File: config.mk
export PLATFORM = sky130hd
export DESIGN_NAME = nibble_serial_addsub_flat
export DESIGN_NICKNAME = d
export VERILOG_FILES = /design/src/rtl/nibble_serial_addsub_if.sv /design/src/rtl/nibble_serial_addsub.sv /design/src/flat_wrapper.sv
export SDC_FILE = /design/constraint.sdc
export NUM_CORES = 1
export LEC_CHECK = 0
export ABC_AREA = 1
export BUFFER_PORTS_ARGS = -buffer_cell sky130_fd_sc_hd__buf_2
export CAP_MARGIN = 10
export CORE_ASPECT_RATIO = 1.5
export CORE_MARGIN = 2
export CORE_UTILIZATION = 35
export DETAILED_ROUTE_END_ITERATION = 16
export SLEW_MARGIN = 20
export SYNTH_ARGS = -nofsm -noshare
export SYNTH_HDL_FRONTEND = slang
export SYNTH_SLANG_ARGS = --single-unit
File: constraint.sdc
create_clock -name clk -period 2.51 [get_ports clk]
set_input_delay 0 -clock clk [delete_from_list [all_inputs] [get_ports clk]]
set_output_delay 0 -clock clk [all_outputs]
set_load 0.01 [all_outputs]
File: src/rtl/nibble_serial_addsub_if.sv
// Operand/result bundle for the nibble-serial add/sub unit.
// The requester drives the master side; the arithmetic unit implements the slave side.
interface nibble_serial_addsub_if #(
    parameter int NIBBLES = 4
);
    localparam int DATA_W = 4 * NIBBLES;

    logic              start;
    logic              sub;
    logic [DATA_W-1:0] op_a;
    logic [DATA_W-1:0] op_b;
    logic              busy;
    logic              done;
    logic [DATA_W-1:0] result;
    logic              carry_out;
    logic              overflow;
    logic              zero;
    logic              negative;

    modport master (
        output start, sub, op_a, op_b,
        input  busy, done, result, carry_out, overflow, zero, negative
    );

    modport slave (
        input  start, sub, op_a, op_b,
        output busy, done, result, carry_out, overflow, zero, negative
    );
endinterface

File: src/rtl/nibble_serial_addsub.sv
// Multi-precision add/subtract, one 4-bit slice per clock, LSB nibble first.
// Optional macro SATURATE_EN clamps an overflowing result to the signed limit.
module nibble_serial_addsub #(
    parameter int NIBBLES = 4
) (
    input  logic                   clk,
    input  logic                   rst_n,
    nibble_serial_addsub_if.slave  bus
);
    localparam int DATA_W = 4 * NIBBLES;
    localparam int CNT_W  = $clog2(NIBBLES);
    localparam logic [CNT_W-1:0] LAST_CNT = CNT_W'(NIBBLES - 1);

    typedef enum logic [1:0] {IDLE, RUN, DONE} state_t;

    state_t            state_reg, state_next;
    logic [DATA_W-1:0] a_reg, b_reg;
    logic              sub_reg;
    logic              carry_reg;
    logic              msb_carry_reg;
    logic [CNT_W-1:0]  cnt_reg;

    logic              done_reg;
    logic [DATA_W-1:0] result_reg;
    logic              carry_out_reg;
    logic              overflow_reg;
    logic              zero_reg;
    logic              negative_reg;

    logic              accept;
    logic              last_nib;

    // 4-bit add/sub slice; split at bit 3 so the carry into the MSB is visible
    logic [3:0] a_nib, b_nib, sum_nib;
    logic [3:0] low_sum;
    logic [1:0] high_sum;
    logic       slice_cout, slice_c3;

    assign a_nib    = a_reg[{cnt_reg, 2'b00} +: 4];
    assign b_nib    = b_reg[{cnt_reg, 2'b00} +: 4] ^ {4{sub_reg}};
    assign low_sum  = {1'b0, a_nib[2:0]} + {1'b0, b_nib[2:0]} + {3'b000, carry_reg};
    assign high_sum = {1'b0, a_nib[3]} + {1'b0, b_nib[3]} + {1'b0, low_sum[3]};
    assign sum_nib    = {high_sum[0], low_sum[2:0]};
    assign slice_cout = high_sum[1];
    assign slice_c3   = low_sum[3];

    assign last_nib = (cnt_reg == LAST_CNT);

    always_comb begin
        state_next = state_reg;
        accept     = 1'b0;
        case (state_reg)
            IDLE: begin
                if (bus.start) begin
                    accept     = 1'b1;
                    state_next = RUN;
                end
            end
            RUN: begin
                if (last_nib) begin
                    state_next = DONE;
                end
            end
            DONE:    state_next = IDLE;
            default: state_next = IDLE;
        endcase
    end

    always_ff @(posedge clk or negedge rst_n) begin
        if (!rst_n) begin
            state_reg <= IDLE;
        end else begin
            state_reg <= state_next;
        end
    end

    always_ff @(posedge clk or negedge rst_n) begin
        if (!rst_n) begin
            a_reg         <= '0;
            b_reg         <= '0;
            sub_reg       <= 1'b0;
            carry_reg     <= 1'b0;
            msb_carry_reg <= 1'b0;
            cnt_reg       <= '0;
        end else if (accept) begin
            a_reg     <= bus.op_a;
            b_reg     <= bus.op_b;
            sub_reg   <= bus.sub;
            carry_reg <= bus.sub;
            cnt_reg   <= '0;
        end else if (state_reg == RUN) begin
            carry_reg <= slice_cout;
            cnt_reg   <= cnt_reg + CNT_W'(1);
            if (last_nib) begin
                msb_carry_reg <= slice_c3;
            end
        end
    end

    // Partial-sum nibbles, each loaded only on its own RUN cycle
    logic [DATA_W-1:0] partial_flat;

    generate
        for (genvar gi = 0; gi < NIBBLES; gi++) begin : g_nib
            logic [3:0] nib_reg;
            always_ff @(posedge clk or negedge rst_n) begin
                if (!rst_n) begin
                    nib_reg <= 4'h0;
                end else if ((state_reg == RUN) && (cnt_reg == CNT_W'(gi))) begin
                    nib_reg <= sum_nib;
                end
            end
            assign partial_flat[gi*4 +: 4] = nib_reg;
        end
    endgenerate

    logic              ovf_next;
    logic [DATA_W-1:0] final_result;

    assign ovf_next = msb_carry_reg ^ carry_reg;

`ifdef SATURATE_EN
    // Overflow direction follows the sign of A: both addends share it when overflow occurs
    always_comb begin
        final_result = partial_flat;
        if (ovf_next) begin
            final_result = a_reg[DATA_W-1] ? {1'b1, {(DATA_W-1){1'b0}}}
                                           : {1'b0, {(DATA_W-1){1'b1}}};
        end
    end
`else
    assign final_result = partial_flat;
`endif

    always_ff @(posedge clk or negedge rst_n) begin
        if (!rst_n) begin
            done_reg      <= 1'b0;
            result_reg    <= '0;
            carry_out_reg <= 1'b0;
            overflow_reg  <= 1'b0;
            zero_reg      <= 1'b0;
            negative_reg  <= 1'b0;
        end else begin
            done_reg <= (state_reg == DONE);
            if (state_reg == DONE) begin
                result_reg    <= final_result;
                carry_out_reg <= carry_reg;
                overflow_reg  <= ovf_next;
                zero_reg      <= (final_result == '0);
                negative_reg  <= final_result[DATA_W-1];
            end
        end
    end

    assign bus.busy      = (state_reg != IDLE);
    assign bus.done      = done_reg;
    assign bus.result    = result_reg;
    assign bus.carry_out = carry_out_reg;
    assign bus.overflow  = overflow_reg;
    assign bus.zero      = zero_reg;
    assign bus.negative  = negative_reg;
endmodule

File: src/flat_wrapper.sv
// flat-port wrapper written by rule: the top's interface ports become plain ports
module nibble_serial_addsub_flat 
#(
    parameter int NIBBLES = 4
)
  (clk, rst_n, bus_start, bus_sub, bus_op_a, bus_op_b, bus_busy, bus_done, bus_result, bus_carry_out, bus_overflow, bus_zero, bus_negative);
  nibble_serial_addsub_if #(.NIBBLES(NIBBLES)) bus_i ();
  input  logic clk;
  input  logic rst_n;
  input wire logic [$bits(bus_i.start)-1:0] bus_start;
  input wire logic [$bits(bus_i.sub)-1:0] bus_sub;
  input wire logic [$bits(bus_i.op_a)-1:0] bus_op_a;
  input wire logic [$bits(bus_i.op_b)-1:0] bus_op_b;
  output wire logic [$bits(bus_i.busy)-1:0] bus_busy;
  output wire logic [$bits(bus_i.done)-1:0] bus_done;
  output wire logic [$bits(bus_i.result)-1:0] bus_result;
  output wire logic [$bits(bus_i.carry_out)-1:0] bus_carry_out;
  output wire logic [$bits(bus_i.overflow)-1:0] bus_overflow;
  output wire logic [$bits(bus_i.zero)-1:0] bus_zero;
  output wire logic [$bits(bus_i.negative)-1:0] bus_negative;
  assign bus_i.start = bus_start;
  assign bus_i.sub = bus_sub;
  assign bus_i.op_a = bus_op_a;
  assign bus_i.op_b = bus_op_b;
  assign bus_busy = bus_i.busy;
  assign bus_done = bus_i.done;
  assign bus_result = bus_i.result;
  assign bus_carry_out = bus_i.carry_out;
  assign bus_overflow = bus_i.overflow;
  assign bus_zero = bus_i.zero;
  assign bus_negative = bus_i.negative;
  nibble_serial_addsub #(.NIBBLES(NIBBLES)) u_core (.clk(clk), .rst_n(rst_n), .bus(bus_i));
endmodule
== Word level (Yosys, flattened, before mapping) ==
Cells that the tools add are included.
Widths: inputs -> output; s select.
Word-level totals
  register bits: 76
  bits of input ports: 36
  output and inout bits: 22
Operators by class
  add/subtract/negate cells: 5
  equal/unequal tests: 7
  shift operators: 2
  muxes and demuxes: 9
  bitwise operators: 3
  reduce and logical (&&, ||, !) cells: 11
Operators with widths (number)
  $shiftx 16x5->4: 2
  $logic_not 16->1: 1
  $mux 2: 4
  $eq 2x2->1 const B: 3
  $add 3x3->4: 1
  $add 4x1->4: 1
  $eq 2x1->1 const B: 2
  $logic_and 1x1->1: 4
  $logic_not 2->1: 2
  $mux 1: 4
  $pmux 2 s2: 1
  $reduce_bool 2->1: 2
  $xor 4x4->4: 1
  $reduce_and 3->1: 1
  $add 1x1->2: 1
  $add 2x1->2: 1
  $add 2x1->2 const B: 1
  $ne 2x1->1 const B: 1
  $ne 2x2->1 const B: 1
  $reduce_and 2->1: 1
  $not 1->1: 1
  $xor 1x1->1: 1

== Logic depth before layout (Yosys ltp) ==
  word-level depth: 7
  depth in mapped cells: 14

== Worst setup path before layout ==
No wires, ideal clock.
  path type: flip-flop to flip-flop
  start: register u_core.cnt_reg[0]
  end: register u_core.g_nib[0].nib_reg[3]
  arrival: 2308 ps
  data required time: 2427 ps
  path slack: 119 ps
  cell stages (with the launch flop): 15
  buffers on the path: 2
  cell sequence: dfrtp_1 -> buf_4 -> inv_2 -> buf_4 -> nand2_1 -> nand3_1 -> nand2_1 -> nand2_1 -> nand2_1 -> ha_1 -> a21oi_1 -> nand2_1 -> fa_1 -> inv_1 -> o21ai_0
On the way
  cells in the longest elaborated chain, start to end: 5
  elaborated cells between the ends (all ways): 9
Ends and longest elaborated chain
  from (decl): line nibble_serial_addsub.sv:21  | logic [CNT_W-1:0] cnt_reg;
  from (signal assigned): line nibble_serial_addsub.sv:93  | cnt_reg <= cnt_reg + CNT_W'(1);
  $shiftx 16x5->4: line nibble_serial_addsub.sv:40  | assign b_nib = b_reg[{cnt_reg, 2'b00} +: 4] ^ {4{sub_reg}};
  $xor 4x4->4: line nibble_serial_addsub.sv:40
  $add 3x3->4 *: line nibble_serial_addsub.sv:41  | assign low_sum = {1'b0, a_nib[2:0]} + {1'b0, b_nib[2:0]} + {3'b000, carry_reg};
  $add 4x1->4 *: line nibble_serial_addsub.sv:41
  net u_core.low_sum[3]: line nibble_serial_addsub.sv:35  | logic [3:0] low_sum;
  $add 2x1->2 *: line nibble_serial_addsub.sv:42  | assign high_sum = {1'b0, a_nib[3]} + {1'b0, b_nib[3]} + {1'b0, low_sum[3]};
  net u_core.high_sum[0]: line nibble_serial_addsub.sv:36  | logic [1:0] high_sum;
  to (signal assigned): line nibble_serial_addsub.sv:110  | nib_reg <= sum_nib;
  to (decl): line nibble_serial_addsub.sv:105  | logic [3:0] nib_reg;
The timed path passes the listed nets; every way through them passes the cells marked *.
A chain may end at the register's enable or synchronous reset.

== Worst setup path after layout ==
  start: register u_core.cnt_reg[1]
  end: register u_core.g_nib[1].nib_reg[3]
On the way
  cells in the longest elaborated chain, start to end: 5
  elaborated cells between the ends (all ways): 9
Ends and longest elaborated chain (line)
  $shiftx 16x5->4: nibble_serial_addsub.sv:40
  $xor 4x4->4: nibble_serial_addsub.sv:40
  $add 3x3->4 *: nibble_serial_addsub.sv:41
  $add 4x1->4 *: nibble_serial_addsub.sv:41
  net u_core.low_sum[3]: nibble_serial_addsub.sv:35
  $add 2x1->2 *: nibble_serial_addsub.sv:42
  net u_core.high_sum[0]: nibble_serial_addsub.sv:36
  to (signal assigned): nibble_serial_addsub.sv:110
  to (decl): nibble_serial_addsub.sv:105
Marked as above.

==> flow_metrics.env <==
export IMPL_finalSetupViolCount=0
export IMPL_design_die_area_sq_mm=0.0104
export IMPL_synth_edff_count=0
export IMPL_clkLatencyLatePin_ps=330
export IMPL_grt_max_degree=46
export IMPL_chipWidth_microns=84.0
export IMPL_netlist_area_sq_mm=0.00336
export IMPL_yosys_area_top_type_share=0.559
export IMPL_cts_tree="yes"
export IMPL_period_share=0.926
export IMPL_portBuffers=57
export IMPL_clock_sinks=75
export IMPL_grt_pass1_wl_microns=12900
export IMPL_max_slew_margin_rel=0.530
export IMPL_critPathLaunchType="flop"
export IMPL_yosysMostFrequentCell="nand2_1"
export IMPL_clk_pin_slew_ps=60
export IMPL_critical_path_top_delay_family="adder cells"
export IMPL_power_density_mw_per_mm2=1340
export IMPL_start_util=0.361
export IMPL_yosysWarnings=0
export IMPL_hp_class="in -> reg"
export IMPL_cp_buffers_inverters=3
export IMPL_track_usage=0.158
export IMPL_dr_pass1_iters=5
export IMPL_synth_top_area_cell="dfrtp_1"
export IMPL_fp_row_count=43
export IMPL_fillers=918
export IMPL_synth_cells=397
export IMPL_grt_overflow=0
export IMPL_diodes=0
export IMPL_required_ps=2760
export IMPL_synth_seq_area_share=0.559
export IMPL_htreeDepth=3
export IMPL_timing_fmax_mhz=430
export IMPL_avgSynthCellArea_sq_um=8.45
export IMPL_dpl_hpwl_microns=5230
export IMPL_drive_above_1_share=0.186
export IMPL_vias=2825
export IMPL_area_growth_pct=31.3
export IMPL_postSynth_asyncResetShare=1.00
export IMPL_ys_flop_type="dfrtp_1"
export IMPL_synthTopCellsByCount="nand2_1 (197), dfrtp_1 (75), o21ai_0 (31), nand3_1 (21), nor2_1 (16)"
export IMPL_ys_types=20
export IMPL_drv_slew=0
export IMPL_endpoint_kind="flop"
export IMPL_status="complete, no violations"
export IMPL_root_buffer="clkbuf_16"
export IMPL_vias_per_cell=4.62
export IMPL_nets=539
export IMPL_drt_total_wl_microns=7600
export IMPL_place_gp_congestion=0.840
export IMPL_detail_route_antenna_nets=0
export IMPL_synthTopCellsByArea="dfrtp_1 (56%), nand2_1 (22%), o21ai_0 (4.6%)"
export IMPL_wl_per_cell_microns=12.4
export IMPL_drc=0
export IMPL_cp_cell_sequence="clkinvlp_4 -> buf_4 -> o21ai_0 -> o22ai_1 -> ha_1 -> a21oi_1 -> nand2_1 -> fa_1 -> inv_1 -> o21ai_1"
export IMPL_cp_slowest_stage_delay_ps=540
export IMPL_hold_viol_final=0
export IMPL_crit_arrival_ps=2570
export IMPL_register_area_sq_mm=0.00188
export IMPL_multiInputGateArea_sq_mm=0.00130
export IMPL_maxCapViolCount=0
export IMPL_antenna_found_initial=0
export IMPL_numCtsBuffers=9
export IMPL_core_area_sq_mm=0.00931
export IMPL_clock_path_buffers=2
export IMPL_total_power_mw=5.92
export IMPL_leakagePower_nw=2.35
export IMPL_hold_slack_ps=130
export IMPL_ios=58
export IMPL_grt_pass1_vias=2770
export IMPL_finalClockSkew_ps=7.06
export IMPL_ys_seq_elements=75
export IMPL_tightest_slew_ps=705
export IMPL_synth_nets=442
export IMPL_crit_type="reg -> reg"
export IMPL_cp_slowest_cell="fa_1"
export IMPL_drt_initial_drc_count=127
export IMPL_die_h_microns=124
export IMPL_cp_max_fo=6
export IMPL_fin_crit_ps=2320
export IMPL_vdd_ir_drop_max_mv=0.689
==> worst paths after layout <==
check,slack [ps],cells after the start,endpoint,from
min,130,4,u_core.carry_reg,bus_start
min reg2reg,460,2,u_core.bus.result[4],u_core.bus.result[4]
max in group asynchronous,1590,3,u_core.state_reg[0],rst_n
max,190,10,u_core.g_nib[1].nib_reg[3],u_core.cnt_reg[1]
min in group asynchronous,260,2,u_core.a_reg[13],rst_n
max reg2reg,190,10,u_core.g_nib[1].nib_reg[3],u_core.cnt_reg[1]
==> cells in the final DEF (no fill, tap or decap), drive strengths merged <==
master,n
bufinv,1
o22ai,3
dfrtp,75
ha,6
dlygate4sd3,34
clkinv,6
buf,66
nor2,18
a22o,1
o21ai,31
nand3,22
fa,3
xnor2,2
nand2,198
clkinvlp,1
inv,19
a21oi,4
clkbuf,9
==> metrics by stage <==
step	setup WS, ps	setup TNS, ps	cells	instance area, sq um	util
finish	185	0	611	4410	0.473
global route	-16.9	-16.9	611	4410	0.473
CTS	146	0	609	4370	0.470
detailed placement	159	0	559	3740	0.402
global placement	234	0	559	3740	0.402
floorplan	119	0	397	3360	-
==> report_power, final <==
group | internal (mW) | leakage, nW | switching, mW | total, mW
clock network | 0.767 | 0.149 | 0.491 | 1.26
logic | 0.968 | 1.26 | 1.55 | 2.52
registers | 1.78 | 0.940 | 0.369 | 2.15
==> final cells by class <==
cell class | count | share of cell area
Tap cell | 112 | 0.0318
Clock buffer | 9 | 0.0511
Inverter | 20 | 0.0190
Timing Repair Buffer | 100 | 0.160
Multi-Input combinational cell | 288 | 0.296
Sequential cell | 75 | 0.426
Clock inverter | 7 | 0.0153
==> cell families (layout without fill, tap and decap cells) <==
kind of cell	count (synthesis)	in the layout	synth area share
AOI/OAI and AO/OA	39	39	0.0604
and+or+nand+nor	238	238	0.281
buffers and inverters	34	136	0.0537
xor gates and xnor gates	2	2	0.00522
adders and majority gates	9	9	0.0403
DFF	75	75	0.559
==> metal layers <==
metal,track usage,vias to the layer above,part of all wire
li1,-,1444,-
met4,0.0716,0,0.026
met3,0.0311,17,0.037
met2,0.281,75,0.52
met5,0,-,0
met1,0.184,1289,0.42
==> tightest hold or removal path: cells and delay by family <==
kind,cells,cell delay [ps]
AOI/OAI and AO/OA,1,160
and+or+nand+nor,2,170
buffers and inverters,1,90
==> repair_timing <==
item / CTS / global route
resized for setup: 0 / 11
endpoints found under the setup margin: 0 / 4
buffers inserted: 0 / 1
endpoints found under the hold margin: 64 / 0
hold buffers: 34 / 0
Note: power is estimated with default switching activity, not from simulation.
